--- src/rtl/spi_ram_ctrl.sv ---
// SPI mode-0 master that moves one 32-bit word to or from an SPI RAM per request
// (03h read / 02h write, 24-bit byte address, command MSB first, data LSB first).
module spi_ram_ctrl #(
    parameter int HALF_PERIOD = 1
) (
    input  logic        clk,
    input  logic        rstn,
    input  logic        start,
    input  logic        write,
    input  logic [23:0] addr,
    input  logic [31:0] wdata,
    output logic        busy,
    output logic        done,
    output logic [31:0] rdata,
    output logic        spi_clk,
    output logic        spi_mosi,
    output logic        spi_select,
    input  logic        spi_miso
);

    typedef enum logic [1:0] {
        S_IDLE,
        S_CMD,
        S_DATA,
        S_END
    } state_t;

    localparam logic [3:0] HP = 4'(HALF_PERIOD);

    state_t      r_state;
    state_t      w_state_next;
    logic [3:0]  r_hp_cnt;
    logic [5:0]  r_bit_cnt;
    logic [31:0] r_shift;
    logic [31:0] r_wdata;
    logic [31:0] r_rx;
    logic [31:0] r_rdata;
    logic        r_write;
    logic        r_busy;
    logic        r_done;
    logic        r_spi_clk;
    logic        r_spi_mosi;
    logic        r_spi_select;

    logic        w_expire;
    logic        w_accept;
    logic        w_rise;
    logic        w_fall;
    logic [31:0] w_cmd_word;

    // The counter reloads to 1 on each toggle but starts from 0 on accept, so the
    // first spi_clk level lasts one extra cycle and done lands at 128*HP+1.
    assign w_expire   = (r_hp_cnt == HP);
    assign w_cmd_word = {(write ? 8'h02 : 8'h03), addr & 24'hFFFFFC};

    always_ff @(posedge clk or negedge rstn) begin
        if (!rstn) begin
            r_state <= S_IDLE;
        end else begin
            r_state <= w_state_next;
        end
    end

    // NOTE: every output of this block gets a default first so no latch is inferred.
    always_comb begin
        w_state_next = r_state;
        w_accept     = 1'b0;
        w_rise       = 1'b0;
        w_fall       = 1'b0;
        case (r_state)
            S_IDLE: begin
                if (start) begin
                    w_accept     = 1'b1;
                    w_state_next = S_CMD;
                end
            end
            S_CMD: begin
                w_rise = w_expire && !r_spi_clk;
                w_fall = w_expire && r_spi_clk;
                if (w_fall && r_bit_cnt == 6'd31) begin
                    w_state_next = S_DATA;
                end
            end
            S_DATA: begin
                w_rise = w_expire && !r_spi_clk;
                w_fall = w_expire && r_spi_clk;
                if (w_fall && r_bit_cnt == 6'd63) begin
                    w_state_next = S_END;
                end
            end
            S_END: begin
                if (w_expire) begin
                    w_state_next = S_IDLE;
                end
            end
            default: w_state_next = S_IDLE;
        endcase
    end

    always_ff @(posedge clk or negedge rstn) begin
        if (!rstn) begin
            r_hp_cnt     <= '0;
            r_bit_cnt    <= '0;
            r_shift      <= '0;
            r_wdata      <= '0;
            r_rx         <= '0;
            r_rdata      <= '0;
            r_write      <= 1'b0;
            r_busy       <= 1'b0;
            r_done       <= 1'b0;
            r_spi_clk    <= 1'b0;
            r_spi_mosi   <= 1'b0;
            r_spi_select <= 1'b1;
        end else begin
            r_done <= 1'b0;
            case (r_state)
                S_IDLE: begin
                    if (w_accept) begin
                        r_shift      <= {w_cmd_word[30:0], 1'b0};
                        r_spi_mosi   <= w_cmd_word[31];
                        r_wdata      <= wdata;
                        r_write      <= write;
                        r_busy       <= 1'b1;
                        r_spi_select <= 1'b0;
                        r_spi_clk    <= 1'b0;
                        r_hp_cnt     <= '0;
                        r_bit_cnt    <= '0;
                    end
                end
                S_CMD, S_DATA: begin
                    if (w_expire) begin
                        r_spi_clk <= ~r_spi_clk;
                        r_hp_cnt  <= 4'd1;
                    end else begin
                        r_hp_cnt <= r_hp_cnt + 4'd1;
                    end
                    if (w_rise && r_state == S_DATA) begin
                        r_rx <= {spi_miso, r_rx[31:1]};
                    end
                    if (w_fall) begin
                        r_bit_cnt <= r_bit_cnt + 6'd1;
                        if (r_state == S_CMD) begin
                            if (r_bit_cnt == 6'd31) begin
                                r_spi_mosi <= r_write & r_wdata[0];
                            end else begin
                                r_spi_mosi <= r_shift[31];
                                r_shift    <= {r_shift[30:0], 1'b0};
                            end
                        end else if (r_bit_cnt != 6'd63) begin
                            r_spi_mosi <= r_write & r_wdata[1];
                            r_wdata    <= {1'b0, r_wdata[31:1]};
                        end else begin
                            // Last fall: deselect and report on the same edge.
                            r_spi_select <= 1'b1;
                            r_spi_mosi   <= 1'b0;
                            r_done       <= 1'b1;
                            r_busy       <= 1'b0;
                            r_bit_cnt    <= '0;
                            if (!r_write) begin
                                r_rdata <= r_rx;
                            end
                        end
                    end
                end
                S_END: begin
                    if (w_expire) begin
                        r_hp_cnt <= '0;
                    end else begin
                        r_hp_cnt <= r_hp_cnt + 4'd1;
                    end
                end
                default: ;
            endcase
        end
    end

    assign busy       = r_busy;
    assign done       = r_done;
    assign rdata      = r_rdata;
    assign spi_clk    = r_spi_clk;
    assign spi_mosi   = r_spi_mosi;
    assign spi_select = r_spi_select;

endmodule

--- config.mk ---
export PLATFORM = sky130hd
export DESIGN_NAME = spi_ram_ctrl
export DESIGN_NICKNAME = d
export VERILOG_FILES = /design/src/rtl/spi_ram_ctrl.sv
export SDC_FILE = /design/constraint.sdc
export NUM_CORES = 1
export LEC_CHECK = 0
export BUFFER_PORTS_ARGS = -buffer_cell sky130_fd_sc_hd__buf_2
export CAP_MARGIN = 20
export CORE_MARGIN = 2
export CORE_UTILIZATION = 60
export CTS_BUF_LIST = sky130_fd_sc_hd__clkbuf_4
export DETAILED_ROUTE_END_ITERATION = 8
export PLACE_DENSITY = 0.84
export SYNTH_ARGS = -nofsm -noshare
export SYNTH_HDL_FRONTEND = slang
export SYNTH_SLANG_ARGS = --single-unit
--- constraint.sdc ---
create_clock -name clk -period 7.3 [get_ports clk]
set_clock_uncertainty 0.05 [all_clocks]
set_input_delay 0.73 -clock clk [delete_from_list [all_inputs] [get_ports clk]]
set_output_delay 0.73 -clock clk [all_outputs]
set_load 0.03 [all_outputs]
# After elaboration in Yosys (flattened, before gate mapping)
# Cells that the tools add are included.
dict set report totals {
  ff_bits 146
  latchBits 0
  ramBits 0
  romBits 0
  wordCells 109
  mem_count 0
}
dict set report classes {
  addsub 2
  mul 0
  div_mod_pow 0
  order_cmp 0
  eq_ne 19
  n_shift 0
  muxes 51
  bitwise_logic 6
  n_reduce_logical 18
}
# op n
set op_table {}
lappend op_table {{two-way mux 32 bit} 8}
lappend op_table {{case mux 32 bit (2 select lines)} 2}
lappend op_table {{two-way mux 6 bit} 4}
lappend op_table {{two-way mux 1 bit} 23}
lappend op_table {{AND reduction 5 bit} 4}
lappend op_table {{!= test 2 bit, second input constant} 8}
lappend op_table {{two-way mux 4 bit} 3}
lappend op_table {{case mux 4 bit (3 select lines)} 1}
lappend op_table {{case mux 6 bit (2 select lines)} 1}
lappend op_table {{two-way mux 2 bit} 4}
lappend op_table {{!= test 2 x 1 -> 1 bit, second input constant} 4}
lappend op_table {{case mux 1 bit (2 select lines)} 4}
lappend op_table {{case mux 2 bit (4 select lines)} 1}
lappend op_table {{adder 6 x 1 -> 6 bit, second input constant} 1}
lappend op_table {{equality test 6 x 5 -> 1 bit, second input constant} 1}
lappend op_table {{equality test 6 bit, second input constant} 1}
lappend op_table {{!= test 6 bit, second input constant} 1}
lappend op_table {{AND reduction 3 bit} 2}
lappend op_table {{logical AND 1 bit} 5}
lappend op_table {{adder 4 x 1 -> 4 bit, second input constant} 1}
lappend op_table {{equality test 2 bit, second input constant} 2}
lappend op_table {{equality test 4 x 1 -> 1 bit, second input constant} 1}
lappend op_table {{NOT 1 bit} 4}
lappend op_table {{AND reduction 2 bit} 2}
lappend op_table {{7 further kinds} 8}

# Logic depth before layout (Yosys ltp)
dict set report logic_depth {
  depth_word 5
  depth_mapped 9
  mapped_depth_nobuf 6
}

# Worst setup path before layout
# No wires, ideal clock.
dict set report synth_timing {
  path_kind {reg2reg}
  startpoint {reg r_hp_cnt[1]}
  endpoint {reg r_shift[22]}
  setup_ps 127
  arrival_ps 2262
  required_time_ps 7123
  slack_ps 4860
  stages_incl_launch_ff 9
  path_buffers 2
  path_cell_list {dfrtp_1 > inv_1 > ha_1 > or3b_4 > a2111o_1 > a211o_1 > buf_4 > buf_6 > mux2_1}
}
dict set report synth_between {
  elab_chain_len 5
}
# item line_no
set synth_rtl {}
lappend synth_rtl {{start: declaration} 32} ;# logic [3:0] r_hp_cnt;
lappend synth_rtl {{start signal: assignment} 135} ;# r_hp_cnt <= r_hp_cnt + 4'd1;
lappend synth_rtl {{start signal: assignment} 169} ;# r_hp_cnt <= r_hp_cnt + 4'd1;
lappend synth_rtl {{equality test 4 x 1 -> 1 bit} 53} ;# assign w_expire = (r_hp_cnt == HP);
lappend synth_rtl {{logical AND 1 bit} {79, 86}}
lappend synth_rtl {{two-way mux 1 bit} --}
lappend synth_rtl {{!= test 2 x 1 -> 1 bit (no source line)} --}
lappend synth_rtl {{AND reduction 5 bit (no source line)} --}
lappend synth_rtl {{end signal: assignment} 119} ;# r_shift <= {w_cmd_word[30:0], 1'b0};
lappend synth_rtl {{end signal: assignment} 147} ;# r_shift <= {r_shift[30:0], 1'b0};
lappend synth_rtl {{end: declaration} 34} ;# logic [31:0] r_shift;
# Every way passes these cells.
# A chain may end at the register's enable or synchronous reset.

# Worst setup path in the final report
dict set report layout_timing {
  startpoint {reg r_state[1]}
  endpoint {reg r_rdata[11] (netlist: rdata[11])}
}
dict set report layout_between {
  elab_chain_len 4
  elab_cells_between_ends 6
}
# item line_no
set layout_rtl {}
lappend layout_rtl {{start: declaration} 30} ;# state_t r_state;
lappend layout_rtl {{start signal: assignment} 60} ;# r_state <= w_state_next;
lappend layout_rtl {{equality test 2 bit or equality test 2 x 1 -> 1 bit (tied branches)} {70, 116, 142}}
lappend layout_rtl {{OR reduction 2 bit (no source line)} --}
lappend layout_rtl {{two-way mux 1 bit} --}
lappend layout_rtl {{AND reduction 5 bit (no source line) (*)} --}
lappend layout_rtl {{end signal: assignment} 160} ;# r_rdata <= r_rx;
lappend layout_rtl {{end: declaration} 37} ;# logic [31:0] r_rdata;
# Every way passes the cells marked *; elsewhere a longest branch is shown, timed or not.

==> metrics.txt <==
# TYPE chip_impl_metric gauge
chip_impl_info{name="outcome",value="finished clean"} 1
chip_impl_metric{name="ios",unit=""} 98
chip_impl_metric{name="power_density",unit="nW/um2"} 195
chip_impl_info{name="cp-start-kind",value="flop"} 1
chip_impl_metric{name="fp.dieH",unit="um"} 107
chip_impl_metric{name="drv.max_cap_violation_count",unit=""} 0
chip_impl_metric{name="final.fill_count",unit=""} 725
chip_impl_info{name="layout.cells.most_common_list",value="168 x mux2_2, 142 x dfrtp_1, 94 x buf_2"} 1
chip_impl_metric{name="seq_area",unit="um2"} 3580
chip_impl_metric{name="synth_nets",unit=""} 527
chip_impl_metric{name="antenna_violations_before_repair",unit=""} 0
chip_impl_metric{name="worst_path_largest_cell_delay",unit="ns"} 0.66
chip_impl_metric{name="worstPathRequired",unit="ns"} 7.66
chip_impl_info{name="mostFrequentLayoutCell",value="mux2_2"} 1
chip_impl_metric{name="finalWeightedCongestion",unit=""} 0.886
chip_impl_info{name="min-delay-path-class",value="primary input to asynchronous set/reset pin"} 1
chip_impl_metric{name="core-area",unit="um2"} 10300
chip_impl_metric{name="reg2regPathDepth",unit=""} 8
chip_impl_metric{name="vias_per_cell",unit=""} 5.59
chip_impl_metric{name="worst_ir_drop_vdd",unit="mV"} 0.215
chip_impl_metric{name="finalWirelength",unit="mm"} 11.7
chip_impl_metric{name="drv_slew",unit=""} 0
chip_impl_metric{name="grt_pass1_wl",unit="mm"} 19.7
chip_impl_metric{name="postcts_setup_bufs",unit=""} 0
chip_impl_metric{name="yosysSeqAreaShare",unit=""} 0.559
chip_impl_metric{name="mappedNetlistArea",unit="um2"} 6400
chip_impl_metric{name="synth_async_sr_flop_share",unit=""} 1.00
chip_impl_metric{name="place.detailed.hpwl",unit="mm"} 7.71
chip_impl_metric{name="rrSetupSlack",unit="ns"} 3.93
chip_impl_metric{name="clock_transition_at_the_registers_of_the_reported_paths",unit="ns"} 0.11
chip_impl_metric{name="tns",unit="ns"} 0
chip_impl_info{name="setup.worst_path.start",value="r_state[1]$_DFFE_PN0P_"} 1
chip_impl_metric{name="floorplan.rows",unit=""} 37
chip_impl_metric{name="max_clock_freq",unit="MHz"} 297
chip_impl_metric{name="nets",unit=""} 623
chip_impl_metric{name="worst_slew_margin_rel",unit=""} 0.386
chip_impl_metric{name="io_buffers",unit=""} 95
chip_impl_metric{name="combinationalPowerShare",unit=""} 0.038
chip_impl_metric{name="crit_path_max_fanout",unit=""} 68
chip_impl_metric{name="drt_drc_violations_left",unit=""} 0
chip_impl_metric{name="clock_sink_count",unit=""} 143
chip_impl_info{name="worst-setup-path-type",value="flop to flop"} 1
chip_impl_metric{name="finalSetupViolCount",unit=""} 0
chip_impl_metric{name="syn-mean-instance-area",unit="um2"} 14.0
chip_impl_metric{name="finalCoreUtilization",unit=""} 0.715
chip_impl_info{name="crit_chain",value="inv_1 -> ha_2 -> buf_4 -> nand2b_1 -> nor4_1 -> nor2b_2 -> buf_4 -> mux2_2"} 1
chip_impl_info{name="critical_path.reg2reg.startpoint",value="r_state[1]$_DFFE_PN0P_"} 1
chip_impl_info{name="r2r-end",value="rdata[11]$_DFFE_PN0P_"} 1
chip_impl_metric{name="numCtsBuffers",unit=""} 17
chip_impl_metric{name="seq_power_share",unit=""} 0.563
chip_impl_info{name="critical_path.most_common_cell",value="buf_4"} 1
chip_impl_metric{name="layout-drive-gt1-share",unit=""} 0.541
chip_impl_metric{name="h_tree_depth",unit=""} 4
chip_impl_metric{name="multi_input_comb_area",unit="um2"} 2690
chip_impl_metric{name="antenna_cells_inserted",unit=""} 0
chip_impl_metric{name="final_cell_count_no_fill",unit=""} 702
chip_impl_metric{name="synth_cell_type_count",unit=""} 43
chip_impl_metric{name="yosys_register_bits",unit=""} 143
chip_impl_metric{name="detailroute.via_count",unit=""} 3923
chip_impl_metric{name="worst_slew_pin_slew",unit="ns"} 0.919
chip_impl_metric{name="gr-usage-all-layers",unit=""} 0.219
chip_impl_metric{name="detail_route.first_pass.iterations",unit=""} 6
chip_impl_metric{name="totalPowerFinal",unit="mW"} 1.44
chip_impl_info{name="synthFlopType",value="dfrtp_1"} 1
chip_impl_metric{name="fin_crit",unit="ns"} 3.37
chip_impl_info{name="setup.worst_path.end",value="rdata[11]$_DFFE_PN0P_"} 1
chip_impl_metric{name="wl_per_cell",unit="um"} 16.6
chip_impl_metric{name="grt_pass1_vias",unit=""} 4195
chip_impl_metric{name="final_min_period_over_clock_period",unit=""} 0.461
chip_impl_metric{name="fin_worst_hold_slack",unit="ns"} 0.0997
chip_impl_info{name="tritoncts_clock_tree",value="built"} 1
chip_impl_metric{name="overflow",unit=""} 0
chip_impl_metric{name="fp.dieArea",unit="um2"} 11500
chip_impl_info{name="grt_setup_unrepaired",value="false"} 1
chip_impl_metric{name="numPlacedInstances",unit=""} 669
chip_impl_metric{name="cellInternalPower",unit="mW"} 1.14
chip_impl_metric{name="drt.antenna.violating_nets",unit=""} 0
chip_impl_metric{name="drtIter0Drc",unit=""} 205
chip_impl_metric{name="cts_max_path_buffers",unit=""} 2
chip_impl_info{name="endpoint_kind",value="flop"} 1
chip_impl_metric{name="hold_viol_final",unit=""} 0
chip_impl_metric{name="total_leakage_power",unit="nW"} 3.72
chip_impl_metric{name="maximum_number_of_pins_on_one_net_before_global_route_repair",unit=""} 89
chip_impl_info{name="crit_slowest_cell",value="buf_4"} 1
chip_impl_metric{name="critical_path_data_arrival_time",unit="ns"} 3.73
chip_impl_metric{name="chip_width",unit="um"} 107
chip_impl_metric{name="net-switching-power",unit="mW"} 0.302
chip_impl_metric{name="post_synth_inst_count",unit=""} 458
chip_impl_metric{name="cts_resized",unit=""} 0
chip_impl_metric{name="floorplan.initialDensity",unit=""} 0.620
chip_impl_metric{name="area_delta_synth_final",unit="%"} 15.2
chip_impl_info{name="cell_chosen_for_the_clock_root",value="clkbuf_4"} 1
chip_impl_metric{name="share_clk_of_total_power",unit=""} 0.400
chip_impl_metric{name="cts_hold_repair.buffers",unit=""} 0
chip_impl_metric{name="synth-edff-count",unit=""} 0
chip_impl_metric{name="clock_latency",unit="ns"} 0.52
chip_impl_metric{name="power.switching_fraction",unit=""} 0.210
chip_impl_metric{name="ys_warn_count",unit=""} 0
[Yosys cell counts, types with 2 or more instances]
master     count  area share
mux2_2       168        0.30
mux2i_1        6      0.0094
o31ai_1        4      0.0047
nor2b_1        7      0.0068
nand2b_1       6      0.0059
inv_1         10      0.0059
nor3_1         3      0.0023
a211o_1        2      0.0027
nand3_1        3      0.0023
buf_2          6      0.0047
a21oi_1        2      0.0016
nand2_1       23       0.013
o21ai_0       10      0.0078
buf_1          5      0.0029
and3_1         3      0.0029
o211ai_1       3      0.0035
ha_1           8       0.016
dfrtp_1      142        0.55
clkbuf_1      12      0.0070
nor2_1         4      0.0023
nand4bb_1      2      0.0035
nor3b_1        2      0.0023
mux2_1         7       0.012
[metal layers]
metal | routed length, um | up-vias | global-route usage
met3 | 644 | 19 | 0.0726
met5 | 0 | - | 0
met4 | 229 | 0 | 0.111
li1 | - | 1825 | -
met2 | 5830 | 91 | 0.343
met1 | 4960 | 1988 | 0.273
[power by group through the flow]
stage               Sequential [mW]  Combinational (mW)  Clock (mW)
finish                        0.809              0.0540       0.575
global route                  0.811              0.0619       0.624
CTS                           0.809              0.0539       0.589
detailed placement            0.824              0.0536           0
global placement              0.824              0.0509           0
floorplan                     0.823              0.0184           0
[how the worst min path moves through the flow]
stage                     startpoint                      to  cells past startpoint
5_1_grt                         rstn  r_state[1]$_DFFE_PN0P_                      1
4_1_cts                         rstn  r_wdata[3]$_DFFE_PN0P_                      1
2_1_floorplan                   rstn        busy$_DFFE_PN0P_                      0
3_5_place_dp   rdata[14]$_DFFE_PN0P_   rdata[14]$_DFFE_PN0P_                      1
6_report                        rstn  r_state[1]$_DFFE_PN0P_                      1
3_3_place_gp   rdata[14]$_DFFE_PN0P_   rdata[14]$_DFFE_PN0P_                      1
[stage by stage]
step	setup WS [ns]	cell area (um2)
detailed placement	3.88	6990
floorplan	4.86	6400
global placement	3.98	6990
global route	3.65	7380
finish	3.93	7380
CTS	3.95	7320
[final cells by class]
| class | count | area share |
|---|---|---|
| sequential | 143 | 0.485 |
| multi-input combinational | 280 | 0.364 |
| clock inverter | 13 | 0.0263 |
| timing repair buffer | 102 | 0.0778 |
| clock buffer | 18 | 0.0183 |
| tap | 136 | 0.0231 |
| inverter | 10 | 0.00509 |
[worst max-delay path: cells and delay by family (launching register included)]
kind / cells / cell delay, ns
simple gates: 3 / 0.77
flops: 1 / 0.41
buf+inv: 3 / 1.14
mux: 1 / 0.40
fa+ha+maj: 1 / 0.44
[state kept, by name, indices dropped and copies added, names as in the netlist, 2 cells and up]
register,flops
r_bit_cnt,6
r_hp_cnt,4
r_rx,32
r_shift,29
r_state,2
r_wdata,32
rdata,32
[logic make-up after synthesis]
kind of cell,count (synthesis),synth area share
mux,181,0.317
fa+ha+maj,8,0.0156
simple gates,60,0.0508
flops,143,0.559
compound gates,31,0.0342
buf+inv,35,0.0234
No activity file was read; power rests on OpenSTA's default activity.
